==> config.mk <==
export PLATFORM = sky130hd
export DESIGN_NAME = apb_counter_regs
export DESIGN_NICKNAME = d
export VERILOG_FILES = /design/src/rtl/apb_counter_regs.sv
export SDC_FILE = /design/constraint.sdc
export NUM_CORES = 1
export LEC_CHECK = 0
export ABC_AREA = 1
export BUFFER_PORTS_ARGS = -buffer_cell sky130_fd_sc_hd__buf_2
export CAP_MARGIN = 10
export CORE_MARGIN = 2
export CORE_UTILIZATION = 48
export DETAILED_ROUTE_END_ITERATION = 10
export GPL_TIMING_DRIVEN = 0
export PLACE_DENSITY_LB_ADDON = 0.05
export SKIP_CTS_REPAIR_TIMING = 1
export SLEW_MARGIN = 20
export SYNTH_ARGS = -nofsm -noshare
export SYNTH_HDL_FRONTEND = slang
export SYNTH_SLANG_ARGS = --single-unit
==> constraint.sdc <==
create_clock -name pclk -period 3.9 [get_ports pclk]
set_input_delay 0.39 -clock pclk [delete_from_list [all_inputs] [get_ports pclk]]
set_output_delay 0.39 -clock pclk [all_outputs]
set_load 0.05 [all_outputs]
==> src/rtl/apb_counter_regs.sv <==
// -----------------------------------------------------------------------------
// apb_counter_regs
//
// APB completer with a four-word register file that controls an 8-bit
// (CNT_W) free-running counter and a compare-match interrupt.
//
// Register map (byte offsets, word aligned, all other address bits zero):
//   0x0 CTRL  RW  [0] en, [1] irq_en, other bits read 0
//   0x4 COUNT RW  [CNT_W-1:0] counter value, a write loads the counter
//   0x8 CMP   RW  [CNT_W-1:0] compare value
//   0xC STAT  W1C [0] match (sticky)
//
// Ports:
//   pclk     in   APB clock, all logic on the rising edge
//   prst     in   synchronous active-high reset
//   paddr    in   byte address (ADDR_W bits)
//   pwdata   in   write data
//   prdata   out  read data, non-zero only during the ACCESS cycle of a read
//   psel     in   completer select
//   penable  in   access phase strobe
//   pwrite   in   1 = write, 0 = read
//   count_o  out  current counter value
//   irq      out  STAT.match & CTRL.irq_en
//   pslverr  out  error response (only when APB_PSLVERR_EN is defined)
//
// Optional feature macro: APB_PSLVERR_EN
//   When defined, the pslverr port exists and is raised during the ACCESS
//   cycle of unmapped transfers and of CTRL writes touching bits [31:2];
//   such writes are dropped. When undefined, unmapped accesses are silently
//   ignored and CTRL writes simply keep bits [1:0].
// -----------------------------------------------------------------------------
module apb_counter_regs #(
  parameter int CNT_W  = 8,
  parameter int ADDR_W = 32
) (
  input  logic              pclk,
  input  logic              prst,
  input  logic [ADDR_W-1:0] paddr,
  input  logic [31:0]       pwdata,
  output logic [31:0]       prdata,
  input  logic              psel,
  input  logic              penable,
  input  logic              pwrite,
  output logic [CNT_W-1:0]  count_o,
  output logic              irq
`ifdef APB_PSLVERR_EN
  ,
  output logic              pslverr
`endif
);

  // State names describe the bus phase completed at the last edge:
  // ST_SETUP means a SETUP cycle was accepted, so the current cycle may be
  // the ACCESS cycle of that transfer.
  typedef enum logic [1:0] {
    ST_IDLE   = 2'd0,
    ST_SETUP  = 2'd1,
    ST_ACCESS = 2'd2
  } state_e;

  localparam logic [1:0] OFS_CTRL  = 2'd0;
  localparam logic [1:0] OFS_COUNT = 2'd1;
  localparam logic [1:0] OFS_CMP   = 2'd2;
  localparam logic [1:0] OFS_STAT  = 2'd3;

  state_e             state_q, state_d;

  logic               setup_s;
  logic               access_s;
  logic               addr_ok_s;
  logic               wr_ok_s;
  logic               wr_ctrl_s;
  logic               wr_count_s;
  logic               wr_cmp_s;
  logic               wr_stat_s;
  logic               match_s;
  logic [31:0]        rdata_s;

  logic               en_q, en_d;
  logic               irq_en_q, irq_en_d;
  logic [CNT_W-1:0]   count_q, count_d;
  logic [CNT_W-1:0]   cmp_q, cmp_d;
  logic               stat_q, stat_d;
  logic [31:0]        prdata_q, prdata_d;

`ifdef APB_PSLVERR_EN
  logic               ctrl_rsvd_s;
  logic               err_q, err_d;
`endif

  // pwdata bits above the stored fields are intentionally discarded.
  logic               unused_pwdata_s;
  assign unused_pwdata_s = ^pwdata;

  assign setup_s  = psel & ~penable;
  // An ACCESS cycle only counts when it directly follows an accepted SETUP;
  // a bare psel+penable from IDLE is a protocol violation and is ignored.
  assign access_s = (state_q == ST_SETUP) & psel & penable;

  // Only bits [3:2] may be non-zero in a mapped address.
  assign addr_ok_s = ((paddr & ~ADDR_W'(32'hC)) == '0);

`ifdef APB_PSLVERR_EN
  assign ctrl_rsvd_s = (paddr[3:2] == OFS_CTRL) & pwrite & (|pwdata[31:2]);
  assign wr_ok_s     = access_s & pwrite & addr_ok_s & ~ctrl_rsvd_s;
`else
  assign wr_ok_s     = access_s & pwrite & addr_ok_s;
`endif

  assign wr_ctrl_s  = wr_ok_s & (paddr[3:2] == OFS_CTRL);
  assign wr_count_s = wr_ok_s & (paddr[3:2] == OFS_COUNT);
  assign wr_cmp_s   = wr_ok_s & (paddr[3:2] == OFS_CMP);
  assign wr_stat_s  = wr_ok_s & (paddr[3:2] == OFS_STAT);

  // Match looks at the registered counter, so STAT (and irq) rises one
  // cycle after the counter value reaches CMP.
  assign match_s = (count_q == cmp_q);

  // Bus phase tracking: next-state decode.
  always_comb begin
    state_d = state_q;
    case (state_q)
      ST_IDLE: begin
        if (setup_s) begin
          state_d = ST_SETUP;
        end else begin
          state_d = ST_IDLE;
        end
      end
      ST_SETUP: begin
        if (psel && penable) begin
          state_d = ST_ACCESS;
        end else if (setup_s) begin
          state_d = ST_SETUP;
        end else begin
          state_d = ST_IDLE;
        end
      end
      ST_ACCESS: begin
        if (setup_s) begin
          state_d = ST_SETUP;
        end else begin
          state_d = ST_IDLE;
        end
      end
      default: begin
        state_d = ST_IDLE;
      end
    endcase
  end

  // Control register next-state.
  always_comb begin
    en_d     = en_q;
    irq_en_d = irq_en_q;
    if (wr_ctrl_s) begin
      en_d     = pwdata[0];
      irq_en_d = pwdata[1];
    end else begin
      en_d     = en_q;
      irq_en_d = irq_en_q;
    end
  end

  // Counter next-state: a bus load overrides the increment in that cycle.
  always_comb begin
    count_d = count_q;
    if (wr_count_s) begin
      count_d = pwdata[CNT_W-1:0];
    end else if (en_q) begin
      count_d = count_q + CNT_W'(1);
    end else begin
      count_d = count_q;
    end
  end

  // Compare register next-state.
  always_comb begin
    cmp_d = cmp_q;
    if (wr_cmp_s) begin
      cmp_d = pwdata[CNT_W-1:0];
    end else begin
      cmp_d = cmp_q;
    end
  end

  // Sticky match flag: a new match beats a simultaneous write-1-to-clear.
  always_comb begin
    stat_d = stat_q;
    if (match_s) begin
      stat_d = 1'b1;
    end else if (wr_stat_s && pwdata[0]) begin
      stat_d = 1'b0;
    end else begin
      stat_d = stat_q;
    end
  end

  // Read multiplexer over the register file.
  always_comb begin
    rdata_s = 32'h0000_0000;
    case (paddr[3:2])
      OFS_CTRL: begin
        rdata_s[0] = en_q;
        rdata_s[1] = irq_en_q;
      end
      OFS_COUNT: begin
        rdata_s[CNT_W-1:0] = count_q;
      end
      OFS_CMP: begin
        rdata_s[CNT_W-1:0] = cmp_q;
      end
      OFS_STAT: begin
        rdata_s[0] = stat_q;
      end
      default: begin
        rdata_s = 32'h0000_0000;
      end
    endcase
  end

  // Read data is captured at the end of the SETUP cycle; writes and
  // unmapped reads return zero.
  always_comb begin
    prdata_d = 32'h0000_0000;
    if ((state_d == ST_SETUP) && !pwrite && addr_ok_s) begin
      prdata_d = rdata_s;
    end else begin
      prdata_d = 32'h0000_0000;
    end
  end

`ifdef APB_PSLVERR_EN
  // Error response is decided at the end of the SETUP cycle as well.
  always_comb begin
    err_d = 1'b0;
    if (state_d == ST_SETUP) begin
      err_d = ~addr_ok_s | ctrl_rsvd_s;
    end else begin
      err_d = 1'b0;
    end
  end
`endif

  // State and register file flops with synchronous reset.
  always_ff @(posedge pclk) begin
    if (prst) begin
      state_q  <= ST_IDLE;
      en_q     <= 1'b0;
      irq_en_q <= 1'b0;
      count_q  <= '0;
      cmp_q    <= '1;
      stat_q   <= 1'b0;
      prdata_q <= 32'h0000_0000;
    end else begin
      state_q  <= state_d;
      en_q     <= en_d;
      irq_en_q <= irq_en_d;
      count_q  <= count_d;
      cmp_q    <= cmp_d;
      stat_q   <= stat_d;
      prdata_q <= prdata_d;
    end
  end

`ifdef APB_PSLVERR_EN
  // Error response flop.
  always_ff @(posedge pclk) begin
    if (prst) begin
      err_q <= 1'b0;
    end else begin
      err_q <= err_d;
    end
  end

  assign pslverr = access_s & err_q;
`endif

  // The captured read data is only presented while the ACCESS cycle is on
  // the bus, so an aborted SETUP never shows stale data.
  assign prdata  = access_s ? prdata_q : 32'h0000_0000;
  assign count_o = count_q;
  assign irq     = stat_q & irq_en_q;

endmodule

# [Word-level counts from Yosys, hierarchy flattened]
# Cells that the tools add are included.
# Widths: inputs -> output; s select.
[op_classes] addsub=1 eq_ne=7 n_mux=11 bitwise_logic=12 n_reduce_logical=12
[op_table] operator="$logic_not 32->1" count=1
[op_table] operator="$mux 32" count=1
[op_table] operator="$mux 8" count=2
[op_table] operator="$pmux 6 s2" count=1
[op_table] operator="$and 1x1->1" count=10
[op_table] operator="$add 8x1->8 const B" count=1
[op_table] operator="$eq 8x8->1" count=1
[op_table] operator="$eq 2x1->1 const B" count=3
[op_table] operator="$eq 2x2->1 const B" count=3
[op_table] operator="$logic_and 1x1->1" count=4
[op_table] operator="$logic_not 2->1" count=2
[op_table] operator="$pmux 1 s4" count=1
[op_table] operator="$pmux 2 s2" count=1
[op_table] operator="$reduce_bool 2->1" count=2
[op_table] operator="$reduce_or 2->1" count=2
[op_table] operator="$mux 1" count=3
[op_table] operator="$pmux 1 s3" count=1
[op_table] operator="$mux 2" count=1
[op_table] operator="$not 1->1" count=2
[op_table] operator="$logic_not 1->1" count=1
[word_totals] register_bits=53 in_bits=69 wordCells=51

# [Longest topological paths before layout]
# Gate-level depths: netlist of run 1.
[depth] ltp_word=10 depth_mapped=10

# [Worst setup path before layout of run 1]
# No wires, ideal clock.
[synth_path] kind="register to register" start="register count_q[0] (netlist: count_o[0])" end="register count_q[6] (netlist: count_o[6])" setup_ns=0.132 arrival_ns=1.639 t_required_ns=3.768 setup_slack_ns=2.129 path_stages_with_launch=10 path_buffers=0 period_less_slack_ns=1.771 path_cell_list="dfxtp_1 > ha_1 > nand3_1 > nor2_1 > xor2_1 > nor2_1 > nand2_1 > nand2_1 > nor2_1 > nor2_1"
[synth_via] elab_chain_len=3
[synth_lines] element="start, declared" line="81" text="logic [CNT_W-1:0] count_q, count_d;"
[synth_lines] element="start signal, assigned" line="259" text="count_q <= count_d;"
[synth_lines] element="$add 8x1->8" line="171" text="count_d = count_q + CNT_W'(1);"
[synth_lines] element="$mux 8" line="170" text="end else if (en_q) begin"
[synth_lines] element="$mux 8" line="168" text="if (wr_count_s) begin"
# Every way passes these cells. The select of a mux whose other input is x is not followed.
# A chain may end at the register's enable or synchronous reset.

# [Worst setup path in the final report of run 1]
[layout_path] start="register state_q[1]" end="output port prdata[6]"
[layout_via] elab_chain_len=4
[layout_lines] element="start, declared" line="66" text="state_e state_q, state_d;"
[layout_lines] element="start signal, assigned" line="256" text="state_q <= state_d;"
[layout_lines] element="$eq 2x1->1" line="98" text="assign access_s = (state_q == ST_SETUP) & psel & penable;"
[layout_lines] element="$and 1x1->1 (2 in a row)" line="98"
[layout_lines] element="$mux 32" line="281" text="assign prdata = access_s ? prdata_q : 32'h0000_0000;"
[layout_lines] element="end, declared" line="40" text="output logic [31:0] prdata,"
# Every way passes these cells.

==> key figures, run 1 <==
Outcome
  – Status: finished, final reports clean

Drt
  – Initial DRC count: 79
  – Antenna-violating nets left: 0
  – Initial DRT Pass Iterations: 4
  – Routed WL: between 4000 and 5000 um
  – Vias per Instance: roughly 4.5
  – WL/cell: between 10 and 15 um
  – Vias: roughly 1,900
  – DRC Markers: 0

Global routing
  – Vias in the first global route: 1,670
  – GRT Residual Overflow: 0
  – Pin count of the biggest net entering global routing: 11
  – Antenna violations before repair: 0
  – Global-route wire length before repair: between 7000 and 8000 um
  – All-layer global routing usage: between 20% and 30%

Setup path
  – Worst Path Required: 3.51 ns
  – CP peak stage delay: 0.31 ns
  – Cell Chain, Critical Path: nor2_2 > nand3_2 > nor2_1 > buf_2
  – WS Path Type: reg2out
  – Worst setup EP type: primary output
  – Critical Path AT: around 1.3 ns
  – Startpoint Class: register
  – Slowest stage cell, crit path: dfxtp_1
  – Critical path peak fanout: 10

Timing
  – Max-slew headroom: roughly 60%
  – Worst slew pin tran: around 0.60 ns
  – RSZ-0062 raised after global routing: no
  – Slew Limit Fails: 0
  – Final Cycle Share: a little over two fifths
  – Max Freq: 0.590 GHz
  – Setup TNS: 0 ns
  – Final setup margin: between 2 and 2.5 ns
  – Final setup fails: 0
  – Tmin final: 1.69 ns
  – Final Hold Fails: 0
  – Clock Skews: 0.00677 ns

Final layout
  – Ratio of cells with drive above 1 in the final layout: between 30% and 40%
  – FF/Latch Area: a little under 600 um^2
  – Filler cells: 409
  – Fin cells: 420
  – Multi-input logic area: about 1100 um^2
  – Layout Area Growth over Synthesis: 29.3%
  – Nets@finish: between 400 and 500
  – Ant. Diodes: 0

Synth
  – Count leader, synth: nand2_1
  – Compound-Gate Fraction of Synth Area: between 10% and 20%
  – Post-Synth XOR/XNOR Area: around 4.5%
  – Main combinational cell family by area after synthesis: simple AND/OR/NAND/NOR gates
  – Mux cell area share after synthesis: 0%
  – Syn Inst Count: ~280
  – Post-synth top area cell: dfxtp_1
  – Post-synth top flop: dfxtp_1
  – Asr flop ratio synth: 0%
  – Adder-cell area share of the yosys netlist: 4.50%
  – Yosys reg bits: 29
  – Syn avg cell area: 6.99 um^2
  – Post-synth EDFFs: 0
  – Top cells by count, synth: 63 x nand2_1, 43 x nor2_1, 29 x dfxtp_1
  – Post-Synth Simple-Gate Area: about a third
  – Top-area cell type share of the netlist area: between 20% and 30%
  – Synth cell types: 31
  – Seq/Total Area, Yosys: between 20% and 30%
  – Yosys warning count: 0
  – Mapped cell area: a little under 2000 um^2
  – Ranking of synthesized cells by area: dfxtp_1 30%, nand2_1 12%, buf_4 9.3%

Clocking
  – CTS Buffer Depth: 2
  – Root Driver: clkbuf_8
  – H-tree depth: 2
  – Worst skew pair latency: 0.28 ns
  – CTS Buf Count: 5
  – Num Clock Sinks: 29
  – TritonCTS clock tree: done
  – CTS clock-pin slew for the worst setup and hold paths: roughly 0.060 ns

Placement
  – Port bufs: 61
  – GP Congestion: slightly below 0.9
  – DP HPWL: around 3500 um
  – Placed Instances: 412
  – DP Worst Slack: approximately 2.1 ns

Power and ir drop
  – Combinational share of power: between 15 and 20%
  – Switching power total: around 0.00019 W
  – P_int: roughly 0.00055 W
  – Leakage: around 1.2 nW
  – Proportion of power drawn by flip-flops and latches: around 40%
  – Peak supply drop: around 0.24 mV
  – Clock share of power: ~43%
  – Pwr dens: around 290 nW/um^2
  – Switching share of power: approximately 26%

Floorplan
  – Io pins: between 100 and 150
  – Die area: between 4000 and 5000 um^2
  – Effective utilization at floorplan: 49.3%
  – Cell Rows: 23
  – Core ar.: between 3000 and 4000 um^2
  – Die W: around 68 um
  – Die height: roughly 68 um

Hold path
  – Worst hold path class: in2reg

Flow run
  – Max-Cap Viols: 0
-- placed cells by master (no fill, tap or decap), drive strengths merged, types with 2 or more instances in the layout --
cell type	count
o211ai	4
nand2	63
a21oi	19
nand4	8
conb	24
o21ai	5
clkbuf	11
nand3	17
xor2	9
inv	26
dfxtp	29
clkinv	2
buf	90
nor4	3
ha	7
nor2	46
-- worst paths after layout --
kind,cells after the start,startpoint,to,slack [ns]
worst max register to register,9,count_o[0]$_SDFFE_PP0P_,count_o[6]$_SDFFE_PP0P_,2.30
worst max-delay path,4,state_q[1]$_SDFF_PP0_,prdata[6],2.21
worst min register to register,2,irq_en_q$_SDFFE_PP0P_,irq_en_q$_SDFFE_PP0P_,0.48
worst min-delay path,3,pwdata[7],cmp_q[7]$_SDFFE_PP1P_,0.33
-- area by class of cell --
class                      count  share of cell area [%]
clock inverter                 1                    1.19
timing repair buffer          61                    12.1
inverter                      28                    4.18
clock buffer                   7                    3.43
buffer                        33                    9.80
multi-input combinational    211                    43.7
sequential                    29                    23.1
tap                           50                    2.49
-- kinds of logic (layout without fill, tap and decap cells) --
kind of cell | Yosys count | after routing
AND/OR/NAND/NOR | 139 | 139
buffers and inverters | 61 | 130
AO/OA/AOI/OAI | 31 | 31
flip-flops | 29 | 29
XOR/XNOR | 10 | 10
adder cells (fa/ha/maj) | 7 | 7
other | 1 | 24
-- power groups by stage --
stage | logic, W | registers, W | clock network, W
2_1_floorplan | 0.0000916 | 0.000304 | 0
3_3_place_gp | 0.000120 | 0.000304 | 0
3_5_place_dp | 0.000121 | 0.000304 | 0
4_1_cts | 0.000121 | 0.000297 | 0.000323
5_1_grt | 0.000133 | 0.000297 | 0.000337
6_report | 0.000122 | 0.000297 | 0.000318
-- through the flow --
step / total power (W) / hold WS (ns) / util [%] / area [um^2]
CTS: 0.000741 / 0.328 / 63.8 / 2510
floorplan: 0.000395 / 0.439 / - / 2030
finish: 0.000737 / 0.334 / 63.8 / 2510
global placement: 0.000424 / 0.465 / 60.8 / 2400
detailed placement: 0.000425 / 0.470 / 60.8 / 2400
global route: 0.000767 / 0.339 / 63.8 / 2510
-- registers in the layout, summed over array words and instances (netlist names) --
name and cells:
cmp_q 8, stat_q 1, en_q 1, state_q 2, irq_en_q 1, count_o 8
prdata_q 8
-- critical path: cells and delay by family, from the launching register on --
kind | cells | cell delay [ns]
flip-flops | 1 | 0.31
AND/OR/NAND/NOR | 3 | 0.45
buffers and inverters | 1 | 0.27
-- per-layer routing --
| layer | GRT usage, % | up-vias | wire, um |
|---|---|---|---|
| met1 | 26.5 | 791 | 1880 |
| li1 | - | 1019 | - |
| met2 | 35.7 | 86 | 2020 |
| met3 | 5.00 | 9 | 410 |
| met4 | 7.91 | 0 | 83 |
| met5 | 0 | - | 0 |
Power figures use the tool's default switching activity.
==> run 2: changes to the inputs <==
Settings changed: ABC_AREA 1 to 0, CORE_UTILIZATION 48 to 43.
Clock period 3.9 ns to 1.58 ns, I/O delays scaled along.
==> key figures, run 2 <==
Drt
  – Antenna-violating nets left: 0 (unchanged)
  – Vias per Instance: 4.62 (was 4.54)
  – Vias: 1,676 (was 1,905)
  – Initial DRC count: 53 (was 79)
  – WL/cell: 11.6 um (was 10.5 um)
  – Routed WL: 4200 um (was 4390 um)
  – DRC Markers: 0 (unchanged)
  – Initial DRT Pass Iterations: 5 (was 4)

Synth
  – Top cells by count, synth: 29 x dfxtp_1, 28 x nor2_1, 24 x buf_4 (was 63 x nand2_1, 43 x nor2_1, 29 x dfxtp_1)
  – Count leader, synth: dfxtp_1 (was nand2_1)
  – Top-area cell type share of the netlist area: 31.8% (was 29.9%)
  – Post-synth top flop: dfxtp_1 (unchanged)
  – Yosys reg bits: 29 (unchanged)
  – Synth cell types: 31 (unchanged)
  – Ranking of synthesized cells by area: dfxtp_1 32%, buf_4 9.9%, mux2i_1 7.1% (was dfxtp_1 30%, nand2_1 12%, buf_4 9.3%)
  – Mapped cell area: 1820 um^2 (was 1940 um^2)
  – Post-synth EDFFs: 0 (unchanged)
  – Syn avg cell area: 8.52 um^2 (was 6.99 um^2)
  – Asr flop ratio synth: 0% (unchanged)
  – Post-synth top area cell: dfxtp_1 (unchanged)
  – Yosys warning count: 0 (unchanged)
  – Seq/Total Area, Yosys: 31.8% (was 29.9%)
  – Syn Inst Count: 214 (was 278)

Setup path
  – WS Path Type: reg2reg (was reg2out)
  – Delay-heaviest family, CP: simple AND/OR/NAND/NOR gates (unchanged)
  – Startpoint Class: register (unchanged)
  – Critical path peak fanout: 5 (was 10)
  – Slowest stage cell, crit path: mux2_2 (was dfxtp_1)
  – Buf/Inv on CP: 1 (unchanged)
  – Worst Path Required: 1.75 ns (was 3.51 ns)
  – Worst setup EP type: register (was primary output)
  – Critical Path AT: 1.69 ns (was 1.30 ns)
  – Cell Chain, Critical Path: and4b_2 > nand2_2 > nor4_4 > buf_4 > mux2_2 (was nor2_2 > nand3_2 > nor2_1 > buf_2)
  – CP peak stage delay: 0.33 ns (was 0.31 ns)

Floorplan
  – Core ar.: 4030 um^2 (was 3940 um^2)
  – Effective utilization at floorplan: 45.2% (was 49.3%)
  – Io pins: 110 (unchanged)
  – Cell Rows: 23 (unchanged)
  – Die height: 69.1 um (was 67.6 um)
  – Die area: 4780 um^2 (was 4580 um^2)
  – Die W: 69.1 um (was 67.6 um)

Global routing
  – GRT Residual Overflow: 0 (unchanged)
  – Vias in the first global route: 1,514 (was 1,670)
  – All-layer global routing usage: 17.4% (was 21.3%)
  – Global-route wire length before repair: 6820 um (was 7340 um)
  – Antenna violations before repair: 0 (unchanged)
  – Pin count of the biggest net entering global routing: 11 (unchanged)

Power and ir drop
  – Overall power: 0.00183 W (was 0.000737 W)
  – Peak supply drop: 0.444 mV (was 0.243 mV)
  – Leakage: 1.19 nW (was 1.22 nW)
  – Pwr dens: 722 nW/um^2 (was 293 nW/um^2)

Timing
  – Clock Skews: 0.00574 ns (was 0.00677 ns)
  – Max Freq: 0.658 GHz
  – Slew Limit Fails: 0 (unchanged)
  – Tmin final: ~1.5 ns
  – Max-slew headroom: 66.0% (was 60.2%)
  – Final Cycle Share: between 90% and 100%
  – Final Hold Slack: 0.126 ns (was 0.334 ns)
  – Final Hold Fails: 0 (unchanged)
  – Worst slew pin tran: 0.510 ns (was 0.598 ns)
  – Final setup fails: 0 (unchanged)

Clocking
  – TritonCTS clock tree: done (unchanged)
  – CTS Buf Count: 5 (unchanged)
  – Worst skew pair latency: 0.28 ns (about the same)
  – CTS clock-pin slew for the worst setup and hold paths: 0.06 ns (about the same)
  – CTS Buffer Depth: 2 (unchanged)
  – Num Clock Sinks: 29 (unchanged)
  – Root Driver: clkbuf_8 (unchanged)
  – H-tree depth: 2 (unchanged)

Final layout
  – Ant. Diodes: 0 (unchanged)
  – Layout Area Growth over Synthesis: 39.1% (was 29.3%)
  – Ratio of cells with drive above 1 in the final layout: 39.0% (was 30.3%)
  – Nets@finish: 388 (was 445)
  – Most common cell after layout, fill and taps aside: buf_2 (was nand2_1)
  – Most frequent cells in the layout: 53 x buf_2, 41 x buf_4, 28 x nor2_1 (was 63 x nand2_1, 61 x buf_2, 43 x nor2_1)

Hold path
  – Worst hold path class: in2reg (unchanged)

Outcome
  – Status: finished, final reports clean (unchanged)

Placement
  – DP HPWL: 3180 um (was 3460 um)
  – GP Congestion: 0.808 (was 0.883)
  – Port bufs: 61 (unchanged)

Flow run
  – Max-Cap Viols: 0 (unchanged)
[run 2: layer usage]
metal	wire length [um]	GRT usage, %	part of all wire (%)
met1	1800	21.0	43
met2	1990	27.7	47
met3	339	5.70	8.1
met4	68	8.93	1.6
met5	0	0	0
[run 2: path summary, 6_finish.rpt]
| check | from | end | slack [ns] | cells after the start |
|---|---|---|---|---|
| worst max-delay path | state_q[1]$_SDFF_PP0_ | count_o[2]$_SDFFE_PP0P_ | 0.06 | 5 |
| worst max register to register | state_q[1]$_SDFF_PP0_ | count_o[2]$_SDFFE_PP0P_ | 0.06 | 5 |
| worst min-delay path | psel | state_q[0]$_SDFF_PP0_ | 0.13 | 3 |
| worst min register to register | irq_en_q$_SDFFE_PP0P_ | irq_en_q$_SDFFE_PP0P_ | 0.49 | 2 |
[run 2: stage by stage]
stage | util [%] | cells | TNS (ns) | worst slack (ns) | cell area, um^2
2_1_floorplan | - | 237 | -1.58 | -0.172 | 1910
3_3_place_gp | 56.6 | 348 | -10.54 | -0.607 | 2280
3_5_place_dp | 56.6 | 348 | -11.63 | -0.639 | 2280
4_1_cts | 59.5 | 356 | -7.72 | -0.492 | 2400
5_1_grt | 62.9 | 363 | -0.0894 | -0.0301 | 2530
6_report | 62.9 | 363 | 0 | 0.0612 | 2530
[run 2: cell families (layout without fill, tap and decap cells)]
logic type / count (synthesis) / after routing / synth area share (%)
buffers and inverters: 42 / 118 / 13.6
AO/OA/AOI/OAI: 16 / 16 / 5.77
other: 1 / 24 / 0.206
XOR/XNOR: 12 / 12 / 5.77
multiplexers: 19 / 19 / 10.8
adder cells (fa/ha/maj): 7 / 7 / 4.80
flip-flops: 29 / 29 / 31.8
AND/OR/NAND/NOR: 88 / 88 / 27.2
[run 2: power by group]
part           switching [W]  total, W  internal (W)  leakage (nW)
Combinational       0.000201  0.000309      0.000108         0.890
Sequential       0.000000575  0.000733      0.000732         0.237
Clock               0.000276  0.000789      0.000513        0.0585
[run 2: cell type report]
class / count / area (um^2)
Buffer: 33 / 221
Clock buffer: 7 / 86.3
Clock inverter: 1 / 30.0
Fill cell: 352 / 1490
Inverter: 6 / 22.5
Multi-Input combinational cell: 166 / 1110
Sequential cell: 29 / 587
Tap cell: 50 / 62.6
Timing Repair Buffer: 71 / 413
[run 2: worst register-to-register path, cell delays in order (launching register included)]
cell     delay [ns]
dfxtp_1        0.31
and4b_2        0.31
nand2_2        0.10
nor4_4         0.16
buf_4          0.20
mux2_2         0.33
==> run 3: changes to the inputs <==
Settings changed: RECOVER_POWER from default to 100.
==> key figures, run 3 (synthesis results as in run 2) <==
Clocking
  – CTS clock-pin slew for the worst setup and hold paths: 0.06 ns (about the same)
  – TritonCTS clock tree: done (unchanged)
  – CTS Buffer Depth: 2 (unchanged)
  – Num Clock Sinks: 29 (unchanged)
  – Worst skew pair latency: 0.28 ns (about the same)
  – H-tree depth: 2 (unchanged)
  – CTS Buf Count: 5 (unchanged)
  – Root Driver: clkbuf_8 (unchanged)

Final layout
  – Layout Area Growth over Synthesis: 38.4% (was 39.1%)
  – Filler cells: 356 (was 352)
  – Fin area: 2520 um^2 (was 2530 um^2)
  – Ant. Diodes: 0 (unchanged)
  – Ratio of cells with drive above 1 in the final layout: 36.1% (was 39.0%)
  – Most common cell after layout, fill and taps aside: buf_2 (unchanged)
  – Most frequent cells in the layout: 44 x buf_2, 41 x buf_4, 28 x nor2_1 (was 53 x buf_2, 41 x buf_4, 28 x nor2_1)
  – Nets@finish: 388 (unchanged)

Floorplan
  – Cell Rows: 23 (unchanged)
  – Io pins: 110 (unchanged)
  – Die area: 4780 um^2 (unchanged)
  – Core ar.: 4030 um^2 (unchanged)
  – Effective utilization at floorplan: 45.2% (unchanged)
  – Die height: 69.1 um (unchanged)
  – Die W: 69.1 um (unchanged)

Global routing
  – Met3 global-route usage: 5.70% (unchanged)
  – All-layer global routing usage: 17.4% (unchanged)
  – Global-route wire length before repair: 6820 um (unchanged)
  – Pin count of the biggest net entering global routing: 11 (unchanged)
  – GRT Residual Overflow: 0 (unchanged)
  – Met1 GRT Util: 21.0% (unchanged)
  – Antenna violations before repair: 0 (unchanged)
  – GRT Max-Usage Layer: met2 (unchanged)
  – Met2 global-route usage: 27.7% (unchanged)
  – Vias in the first global route: 1,514 (unchanged)

Timing
  – Final Hold Fails: 0 (unchanged)
  – Slew Limit Fails: 0 (unchanged)
  – Worst slew pin tran: 0.597 ns (was 0.510 ns)
  – Setup TNS: 0 ns (unchanged)
  – Final Hold Slack: 0.126 ns (about the same)
  – Max Freq: 0.658 GHz (about the same)
  – Final setup fails: 0 (unchanged)
  – Clock Skews: 0.00595 ns (was 0.00574 ns)
  – Final Cycle Share: 96.2% (was 96.1%)
  – Tmin final: 1.52 ns (about the same)
  – Max-slew headroom: 60.4% (was 66.0%)

Power and ir drop
  – Peak supply drop: 0.444 mV (about the same)
  – Pwr dens: 726 nW/um^2 (was 722 nW/um^2)
  – Overall power: 0.00183 W (about the same)
  – Leakage: 1.15 nW (was 1.19 nW)

Flow run
  – Max-Cap Viols: 0 (unchanged)

Setup path
  – WS Path Type: reg2reg (unchanged)
  – Worst Path Required: 1.75 ns (about the same)
  – Critical Path AT: 1.69 ns (about the same)
  – Critical path peak fanout: 5 (unchanged)
  – Cell Chain, Critical Path: and4b_2 > nand2_2 > nor4_4 > buf_4 > mux2_2 (unchanged)
  – Startpoint Class: register (unchanged)
  – Worst setup EP type: register (unchanged)
  – Slowest stage cell, crit path: mux2_2 (unchanged)
  – CP peak stage delay: 0.33 ns (about the same)

Drt
  – Vias: 1,694 (was 1,676)
  – Initial DRT Pass Iterations: 6 (was 5)
  – Vias per Instance: 4.67 (was 4.62)
  – Antenna-violating nets left: 0 (unchanged)
  – Initial DRC count: 45 (was 53)
  – DRC Markers: 0 (unchanged)
  – Routed WL: 4200 um (about the same)
  – WL/cell: 11.6 um (about the same)

Outcome
  – Status: finished, final reports clean (unchanged)

Placement
  – DP HPWL: 3180 um (unchanged)
  – GP Congestion: 0.808 (unchanged)
  – Port bufs: 61 (unchanged)
  – Placed instance area: 2280 um^2 (unchanged)

Hold path
  – Worst hold path class: in2reg (unchanged)
==> run 3: cell count changes in the layout (fill, tap and decap cells not counted), sizes merged <==
cell,previous run,this run
buf,97,87
clkbuf,14,24
==> run 3: worst paths after layout <==
kind,from,endpoint,slack (ns),depth (start not counted)
hold reg to reg,irq_en_q$_SDFFE_PP0P_,irq_en_q$_SDFFE_PP0P_,0.49,2
hold / removal,psel,state_q[0]$_SDFF_PP0_,0.13,3
setup reg to reg,state_q[1]$_SDFF_PP0_,count_o[2]$_SDFFE_PP0P_,0.06,5
setup / recovery,state_q[1]$_SDFF_PP0_,count_o[2]$_SDFFE_PP0P_,0.06,5
==> run 3: stage by stage <==
stage	worst slack, ns	instances	util, %
2_1_floorplan	-0.172	237	-
3_3_place_gp	-0.607	348	56.6
3_5_place_dp	-0.639	348	56.6
4_1_cts	-0.492	356	59.5
5_1_grt	-0.0301	363	62.6
6_report	0.0595	363	62.6
==> run 3: cell type report <==
| class | count | area [um^2] | area share, % |
|---|---|---|---|
| multi-input combinational | 166 | 1110 | 44.1 |
| sequential | 29 | 587 | 23.3 |
| timing repair buffer | 71 | 402 | 15.9 |
| buffer | 33 | 221 | 8.78 |
| clock buffer | 7 | 86.3 | 3.42 |
| tap | 50 | 62.6 | 2.48 |
| clock inverter | 1 | 30.0 | 1.19 |
| inverter | 6 | 22.5 | 0.892 |
==> run 3: where the power goes <==
group | switching, W | leakage [nW] | internal, W
Combinational | 0.000201 | 0.850 | 0.000108
Clock | 0.000277 | 0.0585 | 0.000513
Sequential | 0.000000575 | 0.237 | 0.000732
Total | 0.000479 | 1.15 | 0.00135
==> run 3: layer usage <==
layer	wire, um	up-vias
li1	-	885
met1	1800	736
met2	2000	66
met3	329	7
met4	65	0
met5	0	-
==> run 3: worst max-delay path: cells and delay by family, from the launching register on <==
kind	cells	cell delay, ns
buffers and inverters	1	0.20
flip-flops	1	0.31
multiplexers	1	0.33
AND/OR/NAND/NOR	3	0.57
